`src/rtl/cdb_request_queue_pkg.sv`:
```
// Shared constants and small helpers for the CDB request queue.
package cdb_request_queue_pkg;

   localparam int unsigned NUM_FU    = 4;
   localparam int unsigned DATA_W_DEF = 32;
   localparam int unsigned TAG_W_DEF  = 6;
   localparam int unsigned DEPTH_DEF  = 2;

   // One-hot of the highest set bit, zero if none set.
   function automatic logic [NUM_FU-1:0] highest_onehot(input logic [NUM_FU-1:0] v);
      logic [NUM_FU-1:0] r;
      r = '0;
      for (int i = 0; i < NUM_FU; i++) begin
         if (v[i]) r = NUM_FU'(1) << i;
      end
      return r;
   endfunction

   // True when more than one bit is set.
   function automatic logic multi_hot(input logic [NUM_FU-1:0] v);
      return (v & (v - NUM_FU'(1))) != '0;
   endfunction

endpackage

```
`src/rtl/cdb_fifo.sv`:
```
// Per-unit result FIFO: DEPTH entries, wrapping pointers, flush clears state.
module cdb_fifo
   import cdb_request_queue_pkg::*;
#(
   parameter int unsigned DATA_W = DATA_W_DEF,
   parameter int unsigned TAG_W  = TAG_W_DEF,
   parameter int unsigned DEPTH  = DEPTH_DEF
) (
   input  logic              clk,
   input  logic              rst_n,
   input  logic              flush,
   input  logic              push_valid,
   input  logic [TAG_W-1:0]  push_tag,
   input  logic [DATA_W-1:0] push_data,
   input  logic              pop,
   output logic              ready,
   output logic              not_empty,
   output logic [TAG_W-1:0]  head_tag,
   output logic [DATA_W-1:0] head_data
);

   localparam int unsigned PTR_W   = (DEPTH > 1) ? $clog2(DEPTH) : 1;
   localparam int unsigned CNT_W   = $clog2(DEPTH + 1);
   localparam int unsigned ENTRY_W = TAG_W + DATA_W;

   logic [ENTRY_W-1:0] mem [DEPTH];
   logic [PTR_W-1:0]   head;
   logic [PTR_W-1:0]   tail;
   logic [CNT_W-1:0]   count;
   logic               do_push;
   logic               do_pop;

   function automatic logic [PTR_W-1:0] wrap_inc(input logic [PTR_W-1:0] p);
      return (p == PTR_W'(DEPTH - 1)) ? '0 : p + PTR_W'(1);
   endfunction

   // Status comes from the registered count only; a same-cycle pop does not free a slot.
   assign ready     = (count < CNT_W'(DEPTH));
   assign not_empty = (count != '0);
   assign do_push   = push_valid && ready && !flush;
   assign do_pop    = pop && not_empty && !flush;
   assign {head_tag, head_data} = mem[head];

   // Pointer and occupancy tracking; flush wins over push and pop.
   always_ff @(posedge clk or negedge rst_n) begin
      if (!rst_n) begin
         head  <= '0;
         tail  <= '0;
         count <= '0;
      end else if (flush) begin
         head  <= '0;
         tail  <= '0;
         count <= '0;
      end else begin
         if (do_push) tail <= wrap_inc(tail);
         if (do_pop)  head <= wrap_inc(head);
         case ({do_push, do_pop})
            2'b10:   count <= count + CNT_W'(1);
            2'b01:   count <= count - CNT_W'(1);
            default: count <= count;
         endcase
      end
   end

   // Entry storage; contents are only meaningful below count, so no reset.
   always_ff @(posedge clk) begin
      if (do_push) mem[tail] <= {push_tag, push_data};
   end

endmodule

```
`src/rtl/cdb_request_queue.sv`:
```
// Four per-unit result queues feeding an external fixed-priority CDB arbiter.
module cdb_request_queue
   import cdb_request_queue_pkg::*;
#(
   parameter int unsigned DATA_W = DATA_W_DEF,
   parameter int unsigned TAG_W  = TAG_W_DEF,
   parameter int unsigned DEPTH  = DEPTH_DEF
) (
   input  logic                     clk_IN,
   input  logic                     reset_n_IN,
   input  logic                     flush_IN,
   input  logic [NUM_FU-1:0]        fu_valid_IN,
   input  logic [NUM_FU*TAG_W-1:0]  fu_tag_IN,
   input  logic [NUM_FU*DATA_W-1:0] fu_data_IN,
   output logic [NUM_FU-1:0]        fu_ready_OUT,
   output logic [NUM_FU-1:0]        requests_OUT,
   input  logic [NUM_FU-1:0]        grants_IN,
   output logic                     cdb_valid_OUT,
   output logic [TAG_W-1:0]         cdb_tag_OUT,
   output logic [DATA_W-1:0]        cdb_data_OUT,
   output logic                     grant_err_OUT
);

   logic [TAG_W-1:0]  head_tag  [NUM_FU];
   logic [DATA_W-1:0] head_data [NUM_FU];
   logic [NUM_FU-1:0] pop_sel;
   logic              grant_bad;
   logic [TAG_W-1:0]  sel_tag;
   logic [DATA_W-1:0] sel_data;

   for (genvar i = 0; i < NUM_FU; i++) begin : g_fifo
      cdb_fifo #(
         .DATA_W (DATA_W),
         .TAG_W  (TAG_W),
         .DEPTH  (DEPTH)
      ) u_fifo (
         .clk        (clk_IN),
         .rst_n      (reset_n_IN),
         .flush      (flush_IN),
         .push_valid (fu_valid_IN[i]),
         .push_tag   (fu_tag_IN[i*TAG_W +: TAG_W]),
         .push_data  (fu_data_IN[i*DATA_W +: DATA_W]),
         .pop        (pop_sel[i]),
         .ready      (fu_ready_OUT[i]),
         .not_empty  (requests_OUT[i]),
         .head_tag   (head_tag[i]),
         .head_data  (head_data[i])
      );
   end

   // Highest-index granted non-empty queue wins; multi-hot or empty-queue grants are errors.
   assign pop_sel   = highest_onehot(grants_IN & requests_OUT);
   assign grant_bad = multi_hot(grants_IN) || ((grants_IN & ~requests_OUT) != '0);

   // Head-entry mux for the popped queue.
   always_comb begin
      sel_tag  = '0;
      sel_data = '0;
      for (int i = 0; i < NUM_FU; i++) begin
         if (pop_sel[i]) begin
            sel_tag  = head_tag[i];
            sel_data = head_data[i];
         end
      end
   end

   // Registered CDB broadcast and sticky grant error.
   always_ff @(posedge clk_IN or negedge reset_n_IN) begin
      if (!reset_n_IN) begin
         cdb_valid_OUT <= 1'b0;
         cdb_tag_OUT   <= '0;
         cdb_data_OUT  <= '0;
         grant_err_OUT <= 1'b0;
      end else begin
         cdb_valid_OUT <= (pop_sel != '0) && !flush_IN;
         if ((pop_sel != '0) && !flush_IN) begin
            cdb_tag_OUT  <= sel_tag;
            cdb_data_OUT <= sel_data;
         end
         if (grant_bad) grant_err_OUT <= 1'b1;
      end
   end

endmodule

```
`config.mk`:
```
export PLATFORM = sky130hd
export DESIGN_NAME = cdb_request_queue
export DESIGN_NICKNAME = d
export VERILOG_FILES = /design/src/rtl/cdb_request_queue_pkg.sv /design/src/rtl/cdb_fifo.sv /design/src/rtl/cdb_request_queue.sv
export SDC_FILE = /design/constraint.sdc
export NUM_CORES = 1
export LEC_CHECK = 0
export ABC_AREA = 1
export ABC_CLOCK_PERIOD_IN_PS = 10700
export CORE_UTILIZATION = 55
export CTS_CLUSTER_SIZE = 8
export DETAILED_ROUTE_END_ITERATION = 6
export MAX_ROUTING_LAYER = met4
export PLACE_DENSITY_LB_ADDON = 0.08
export SLEW_MARGIN = 20
export SYNTH_ARGS = -nofsm -noshare
export SYNTH_HDL_FRONTEND = slang
export SYNTH_SLANG_ARGS = --single-unit
```
`constraint.sdc`:
```
create_clock -name clk_IN -period 10.7 [get_ports clk_IN]
set_input_delay 2.14 -clock clk_IN [delete_from_list [all_inputs] [get_ports clk_IN]]
set_output_delay 2.14 -clock clk_IN [all_outputs]
set_load 0.01 [all_outputs]
```
==> results.md <==
- Core region area: 26200 um^2
- CTS resizes: 0
- Hold Violations, Final: 0
- Switch share: 29.6%
- Status: complete, but fails checks
- Critical path startpoint category: input port
- Ys flop type: edfxtp_1
- Post-CTS Hold Buffers: 0
- Yosys reg bits: 360
- Failing checks: design-rule violations
- H-tree depth: 2
- Initial core utilization: 56.5%
- Number of flops mapped to enable cells by yosys: 304
- Initial antenna violation count: 0
- NumNets Final: 1706
- Comb pwr share: 23.0%
- Setup TNS: 0 ns
- CP max stage cell: nand2_1
- Num CTS Buffers: 50
- Pins Over Slew Limit: 0
- Fmax: 248 MHz
- Sequential share of the synthesized area: 71.1%
- Clk pwr share: 34.4%
- Gate Count Post-Synth: 1329
- Vias: 9925
- Deepest clock path buffer count: 3
- Routed wire length: 34500 um
- Final worst-path cycle share: 37.7%
- Clock sinks: 360
- Number of global-route vias before repair: 9861
- Crit-path max cell delay: 0.68 ns
- Later-pin clock latency in the skew report: 0.56 ns
- CTS tree: done
- Leakage dissipation: 0.00742 uW
- Crit path time final: 4.04 ns
- Final setup fails: 0
- Seq pwr share: 42.6%
- Die ar.: 27600 um^2
- Pin count of the biggest net entering global routing: 57
- CP Capture Type: flip-flop
- Root buf cell: clkbuf_16
- Commonest non-fill, non-tap cells in the layout: nand2_1, edfxtp_1, clkdlybuf4s50_1, nor2_1, dfrtp_1
- Top Ports: 211
- Detailed-route wire length per cell: 18.0 um
- DRT antenna net count: 0
- Layout area overhead: 26.2%
- Final clock skew: 0.0230 ns
- IR Drop Worst-Case VDD: 0.149 mV
- Die width: 166 um
- Mapped cell area: 14800 um^2
- Slew @ Worst Pin: 1.03 ns
- CP Class: in -> reg
- Syn_nets: 1492
- Iteration-0 DRC Markers: 798
- Crit-path most repeated cell: nand2_1
- Power per Cell Area: 226 nW/um^2
- Site Rows: 59
- Max-cap violation count: 0
- # diodes: 0
- Critical-path cell list: clkdlybuf4s50_1, inv_2, nor2_8, nor2_4, nand2_1, nand2_1, a21oi_1, nand2_1, nand2_1
- Worst setup path startpoint: grants_IN[3]
- Chip Height: 166 um
- Postcts setup bufs: 0
- Gr ovfl total: 0
- Int Power: 2980 uW
- First-pass GRT wire length: 53100 um
- Crit-path max FO: 41
- Fin util: 71.3%
- Hold Crit Class: reg -> reg
- Required time of the critical path: 11.18 ns
- Relative slew slack: 31.1%
- Dpl hpwl: 22700 um
- RSZ-0062 raised after global routing: no
- Most common cell after layout, fill and taps aside: nand2_1
- Post-synthesis cell type count: 34
- WP data arrival: 4.51 ns
- Gpl congestion: 0.855
- Async set or reset register ratio after synthesis: 15.6%
- Pre-Repair DR Iteration Count: 7
- Worst-path clk slew: 0.05 ns
- Yosys warnings: 0
- Via density: 5.17
- Port bufs: 210
- Avg Synthesized Cell Area: 11.1 um^2
- Net Switching: 1250 uW
- Reg-to-reg critical path startpoint: g_fifo[0].u_fifo.head
- Layout cells sized above 1: 8.90%
- DRC Markers: 13
- Hold_sp: cdb_tag_OUT[1]
- GRT Total Usage: 26.2%
-- metal layers --
metal,part of all wire (%),global-route usage [%]
met5,0,-
met4,3.7,11.8
met3,6.1,4.39
met2,50,43.4
met1,40,31.9
-- worst max-delay path: cells and delay by family --
| kind | cells | cell delay [ns] |
|---|---|---|
| buffers and inverters | 2 | 0.64 |
| and+or+nand+nor | 6 | 1.52 |
| AOI/OAI and AO/OA | 1 | 0.21 |
-- flip-flops by register name, summed over array words and instances (netlist names) --
name / cells
g_fifo.u_fifo.count: 8
g_fifo.u_fifo.tail: 4
cdb_data_OUT: 32
g_fifo.u_fifo.head: 4
grant_err_OUT: 1
cdb_valid_OUT: 1
g_fifo.u_fifo.mem: 304
cdb_tag_OUT: 6
-- cell families (layout without fill, tap and decap cells) --
kind of cell | Yosys count | count (layout) | synth area share [%]
simple gates | 781 | 781 | 21.8
flops | 360 | 360 | 71.1
buf+inv | 105 | 361 | 3.59
compound gates | 65 | 65 | 2.37
mux | 17 | 17 | 1.15
xor+xnor | 1 | 1 | 0.0591
-- path summary, 6_finish.rpt --
check | end | slack [ns] | depth (start not counted)
max in group asynchronous | g_fifo[0].u_fifo.head | 8.37 | 2
min reg2reg | cdb_tag_OUT[1] | 0.47 | 2
max | g_fifo[0].u_fifo.count[1] | 6.66 | 9
max reg2reg | cdb_tag_OUT[4] | 8.40 | 7
min in group asynchronous | g_fifo[2].u_fifo.count[1] | 1.76 | 2
min | cdb_tag_OUT[1] | 0.47 | 2
-- power groups by stage --
stage,Combinational (uW),Sequential (uW),Clock [uW]
global route,1070,1820,1540
global placement,946,1820,0
CTS,975,1800,1470
finish,973,1800,1450
detailed placement,970,1820,0
floorplan,561,1820,0
-- cells in the mapped netlist, drive strengths merged (2+ instances only) --
| cell type | number | area (um^2) |
|---|---|---|
| nand2 | 613 | 2390 |
| edfxtp | 304 | 9130 |
| nor2 | 129 | 578 |
| dfrtp | 56 | 1400 |
| buf | 46 | 308 |
| a21oi | 45 | 236 |
| inv | 42 | 160 |
| nand3 | 32 | 215 |
| clkbuf | 17 | 63.8 |
| mux2i | 17 | 170 |
| o21ai | 13 | 65.1 |
| or2 | 4 | 25.0 |
| o22ai | 3 | 18.8 |
| nor3 | 2 | 10.0 |
| o211ai | 2 | 15.0 |
-- stage by stage --
step                      hold WS, ns  setup WS [ns]  instance area, um^2  power [uW]  instances
after floorplan                 0.458           4.87                14800        2380       1329
after detailed placement        0.465           6.00                17100        2790       1821
after CTS                       0.479           6.57                18600        4250       1915
after global routing            0.486           6.46                18700        4420       1920
final                           0.474           6.66                18700        4230       1920
after global placement          0.463           6.05                17100        2770       1819
-- cell type report --
class / count / area, um^2
Sequential cell: 360 / 10500
Fill cell: 1820 / 7510
Multi-Input combinational cell: 864 / 3810
Inverter: 42 / 160
Clock inverter: 2 / 28.8
Timing Repair Buffer: 225 / 2310
Tap cell: 335 / 419
Clock buffer: 92 / 1430
Power figures use the tool's default switching activity.
==> RTL change 1 (config.mk and constraints unchanged) <==
Change the package constant `DATA_W_DEF` from 32 to 24.
--- a/src/rtl/cdb_request_queue_pkg.sv
+++ b/src/rtl/cdb_request_queue_pkg.sv
@@ -3,5 +3,5 @@
 
    localparam int unsigned NUM_FU    = 4;
-   localparam int unsigned DATA_W_DEF = 32;
+   localparam int unsigned DATA_W_DEF = 24;
    localparam int unsigned TAG_W_DEF  = 6;
    localparam int unsigned DEPTH_DEF  = 2;
Interface: changed (resized cdb_data_OUT and fu_data_IN); port bits go from 211 to 171. No check against the original RTL was run, so the function may have changed too.
==> RTL change 1 against the original RTL <==
Synthesized area decreased by 20%. Sequential cell count decreased by 72. Routed wire length decreased by 16%. Clock power decreased by 20%. Cell area decreased by 20%. Power decreased by 19%. Utilization decreased by 0.57 points. Setup slack got worse by 0.68 ns. Combinational power decreased by 14%. Clock skew decreased by 0.0028 ns. Critical path depth increased by 1. Highest routed layer unchanged.
==> RTL change 1: results <==
metrics = {
    "status": {
        "outcome": "complete, no violations",
    },
    "global_route": {
        "grt_pass1_vias": 8093,
        "grt_max_degree": 46,
        "grt_use_met3": 0.0514,
        "met2_usage": 0.436,
        "met1_usage": 0.362,
        "gr-usage-all-layers": 0.277,
        "grt_pass1_wl_um": 44000,
    },
    "routing": {
        "vias": 8427,
        "wirelength_met1_um": 11700,
        "top_layer": "met4",
        "wl_met2_um": 14100,
        "drcViolationCount": 0,
        "first_pass_iters": 5,
        "wl_per_cell_um": 18.2,
        "drt_iter0_markers": 724,
        "dr_wl_met3_um": 2390,
    },
    "placed_design": {
        "post-place-ws_ns": 5.54,
        "portBuffers": 170,
        "hpwl_um": 19300,
        "place_congestion": 0.833,
    },
    "clock_tree": {
        "clkLatencyLatePin_ns": 0.52,
        "cts_buffers": 41,
    },
    "cells_and_area": {
        "reg.largest.list": "g_fifo.u_fifo.mem x240, cdb_data_OUT x24, g_fifo.u_fifo.count x8",
        "nFillCells": 1551,
        "fin_nets": 1422,
        "layout-drive-gt1-share": 0.0659,
        "num_antenna_cells": 0,
    },
    "synthesis": {
        "yosysUniqueCellTypes": 28,
        "synth_fp_nets": 1245,
        "synth_area_leaders": "edfxtp_1 61%, nand2_1 18%, dfrtp_1 10%, a21oi_1 1.6%, nor2_1 1.2%",
        "synth_seq_area_share": 0.710,
        "synth_edf_count": 240,
        "netlist_top_cells_count": "583 x nand2_1, 240 x edfxtp_1, 48 x dfrtp_1, 39 x nor2_1, 38 x a21oi_1",
        "async_reset_ff_frac": 0.167,
    },
    "sta": {
        "maxSlewHeadroom": 0.262,
        "layout_setup_ws_ns": 5.98,
        "finalClockSkew_ns": 0.0202,
    },
    "power_and_ir_drop": {
        "total_leakage_power_nw": 6.11,
        "worst_ir_drop_vdd_uv": 139,
    },
    "setup_path": {
        "cp_max_fo": 45,
        "max_stage_delay_ns": 0.85,
        "reg2reg_slack_ns": 7.78,
        "critPathSlowestCell": "nor2_4",
    },
}
RTL change 1: path summary, 6_finish.rpt:
check	cells past startpoint	start	end
min	2	grant_err_OUT	grant_err_OUT
max reg2reg	9	g_fifo[3].u_fifo.count[1]	cdb_data_OUT[12]
min reg2reg	2	grant_err_OUT	grant_err_OUT
max in group asynchronous	2	reset_n_IN	cdb_data_OUT[6]
max	10	grants_IN[3]	cdb_data_OUT[12]
min in group asynchronous	1	reset_n_IN	g_fifo[1].u_fifo.count[1]
RTL change 1: logic make-up after synthesis:
kind of cell,synth area share
and+or+nand+nor,0.221
DFF,0.710
xor gates and xnor gates,0.00148
buffers and inverters,0.0351
muxes,0.00338
AOI/OAI and AO/OA,0.0295
RTL change 1: final cells by class:
class | count | share of cell area
Tap cell | 275 | 0.0231
Inverter | 40 | 0.0101
Clock inverter | 2 | 0.00117
Clock buffer | 71 | 0.0763
Timing Repair Buffer | 185 | 0.122
Multi-Input combinational cell | 735 | 0.204
Sequential cell | 288 | 0.563
RTL change 1: metrics by stage:
| stage | util | instances | instance area (um2) | hold WS, ns |
|---|---|---|---|---|
| final | 0.708 | 1596 | 14900 | 0.491 |
| after global routing | 0.708 | 1596 | 14900 | 0.527 |
| after CTS | 0.708 | 1596 | 14900 | 0.496 |
| after detailed placement | 0.653 | 1523 | 13800 | 0.482 |
| after global placement | 0.652 | 1522 | 13700 | 0.488 |
| after floorplan | - | 1114 | 11800 | 0.458 |
RTL change 1: power breakdown:
group          switching [mW]  internal [mW]  leakage (nW)
clock                   0.441          0.715         0.550
combinational           0.525          0.311          2.75
sequential             0.0840           1.37          2.81
==> RTL change 2 (config.mk and constraints unchanged) <==
Made on the original files. Reset style: synchronous (`reset_n_IN` and `rst_n`), changed in 2 clocked blocks.
--- a/src/rtl/cdb_fifo.sv
+++ b/src/rtl/cdb_fifo.sv
@@ -43,5 +43,5 @@
 
    // Pointer and occupancy tracking; flush wins over push and pop.
-   always_ff @(posedge clk or negedge rst_n) begin
+   always_ff @(posedge clk) begin
       if (!rst_n) begin
          head  <= '0;
--- a/src/rtl/cdb_request_queue.sv
+++ b/src/rtl/cdb_request_queue.sv
@@ -66,5 +66,5 @@
 
    // Registered CDB broadcast and sticky grant error.
-   always_ff @(posedge clk_IN or negedge reset_n_IN) begin
+   always_ff @(posedge clk_IN) begin
       if (!reset_n_IN) begin
          cdb_valid_OUT <= 1'b0;
Check against the original RTL: differs if reset_n_IN is asserted again (counterexample within 4 cycles, from zero or initial values and one cycle with reset_n_IN low); with reset_n_IN held inactive, the same outputs for 4 cycles.
==> RTL change 2 against the original RTL <==
Routed wire length up 0.47%. Synthesized area grew 1.8%. Sequential cell count grew 4. Via count grew 7.1%. Cell area increased by 1.7%. Fmax fell by 11%. Setup slack got worse by 0.52 ns. Non-clock buffer count is 2 higher.
Power is not compared: it rests on default switching activity, and its combinational part moved more than twofold at a synthesized area within 25%.
==> RTL change 2: results <==
metrics = {
    "sta": {
        "finalClockSkew_ns": 0.0115,
        "fin_crit_ns": 4.55,
        "fin_hold_ws_ns": 0.475,
    },
    "global_route": {
        "grt_pass1_wl_um": 53600,
        "met2_usage": 0.431,
        "gr-usage-all-layers": 0.257,
        "grt_max_degree": 77,
        "met1_usage": 0.322,
    },
    "synthesis": {
        "synth_area_leaders": "edfxtp_1 61%, nand2_1 12%, dfxtp_1 8.0%, inv_1 5.0%, o21ai_0 4.3%",
        "yosysUniqueCellTypes": 25,
        "async_reset_ff_frac": 0,
        "synth_seq_area_share": 0.685,
        "netlist_top_cells_count": "477 x nand2_1, 304 x edfxtp_1, 200 x inv_1, 131 x o21ai_0, 100 x nor2_1",
    },
    "routing": {
        "routed_wirelength_um": 34700,
        "wirelength_met1_um": 14400,
        "routed_via_density": 5.13,
        "dr_wl_met3_um": 1910,
        "first_pass_iters": 5,
        "wl_met2_um": 17300,
        "drt_iter0_markers": 885,
    },
    "placed_design": {
        "place_congestion": 0.870,
        "placed_cells": 1980,
    },
    "min_path": {
        "min_from": "g_fifo[0].u_fifo.head",
    },
    "setup_path": {
        "max_stage_delay_ns": 0.57,
        "critPathSlowestCell": "inv_2",
        "cp-endpoint": "g_fifo[0].u_fifo.count[1]",
        "critical_path.top_delay_family": "buffers and inverters",
        "reg2reg_depth": 12,
        "reg2reg_slack_ns": 7.77,
    },
    "status": {
        "outcome": "complete, no violations",
    },
    "clock_tree": {
        "clkLatencyLatePin_ns": 0.54,
        "cts_buffers": 51,
    },
    "cells_and_area": {
        "fin_nets": 1859,
        "layout-drive-gt1-share": 0.0571,
        "finalNonFillerCells": 2074,
        "nFillCells": 1914,
    },
}
[RTL change 2: cell types whose count changed in the layout (fill, tap and decap cells not counted), sizes merged, moves of 3 or more]
cell   before  now
nor2      129  104
nand3      32   81
dfrtp      56    0
inv        44  203
a21oi      45   32
nand2     613  480
ha          0    4
mux2i      17    0
dfxtp       0   60
o22ai       3    0
o21ai      13  136
or2         4    0
[RTL change 2: logic make-up (layout without fill, tap and decap cells)]
kind of cell / Yosys count / in the layout / synth area share
buffers and inverters: 279 / 524 / 0.0773
and+or+nand+nor: 668 / 668 / 0.175
AOI/OAI and AO/OA: 170 / 170 / 0.0580
adders and majority gates: 4 / 4 / 0.00332
DFF: 364 / 364 / 0.685
xor gates and xnor gates: 3 / 3 / 0.00174
[RTL change 2: area by class of cell]
type / count / area share
clock buffers: 94 / 0.0789
inverters: 203 / 0.0401
multi-input cells: 845 / 0.193
flip-flops and latches: 364 / 0.543
well taps: 341 / 0.0224
repair buffers: 227 / 0.122
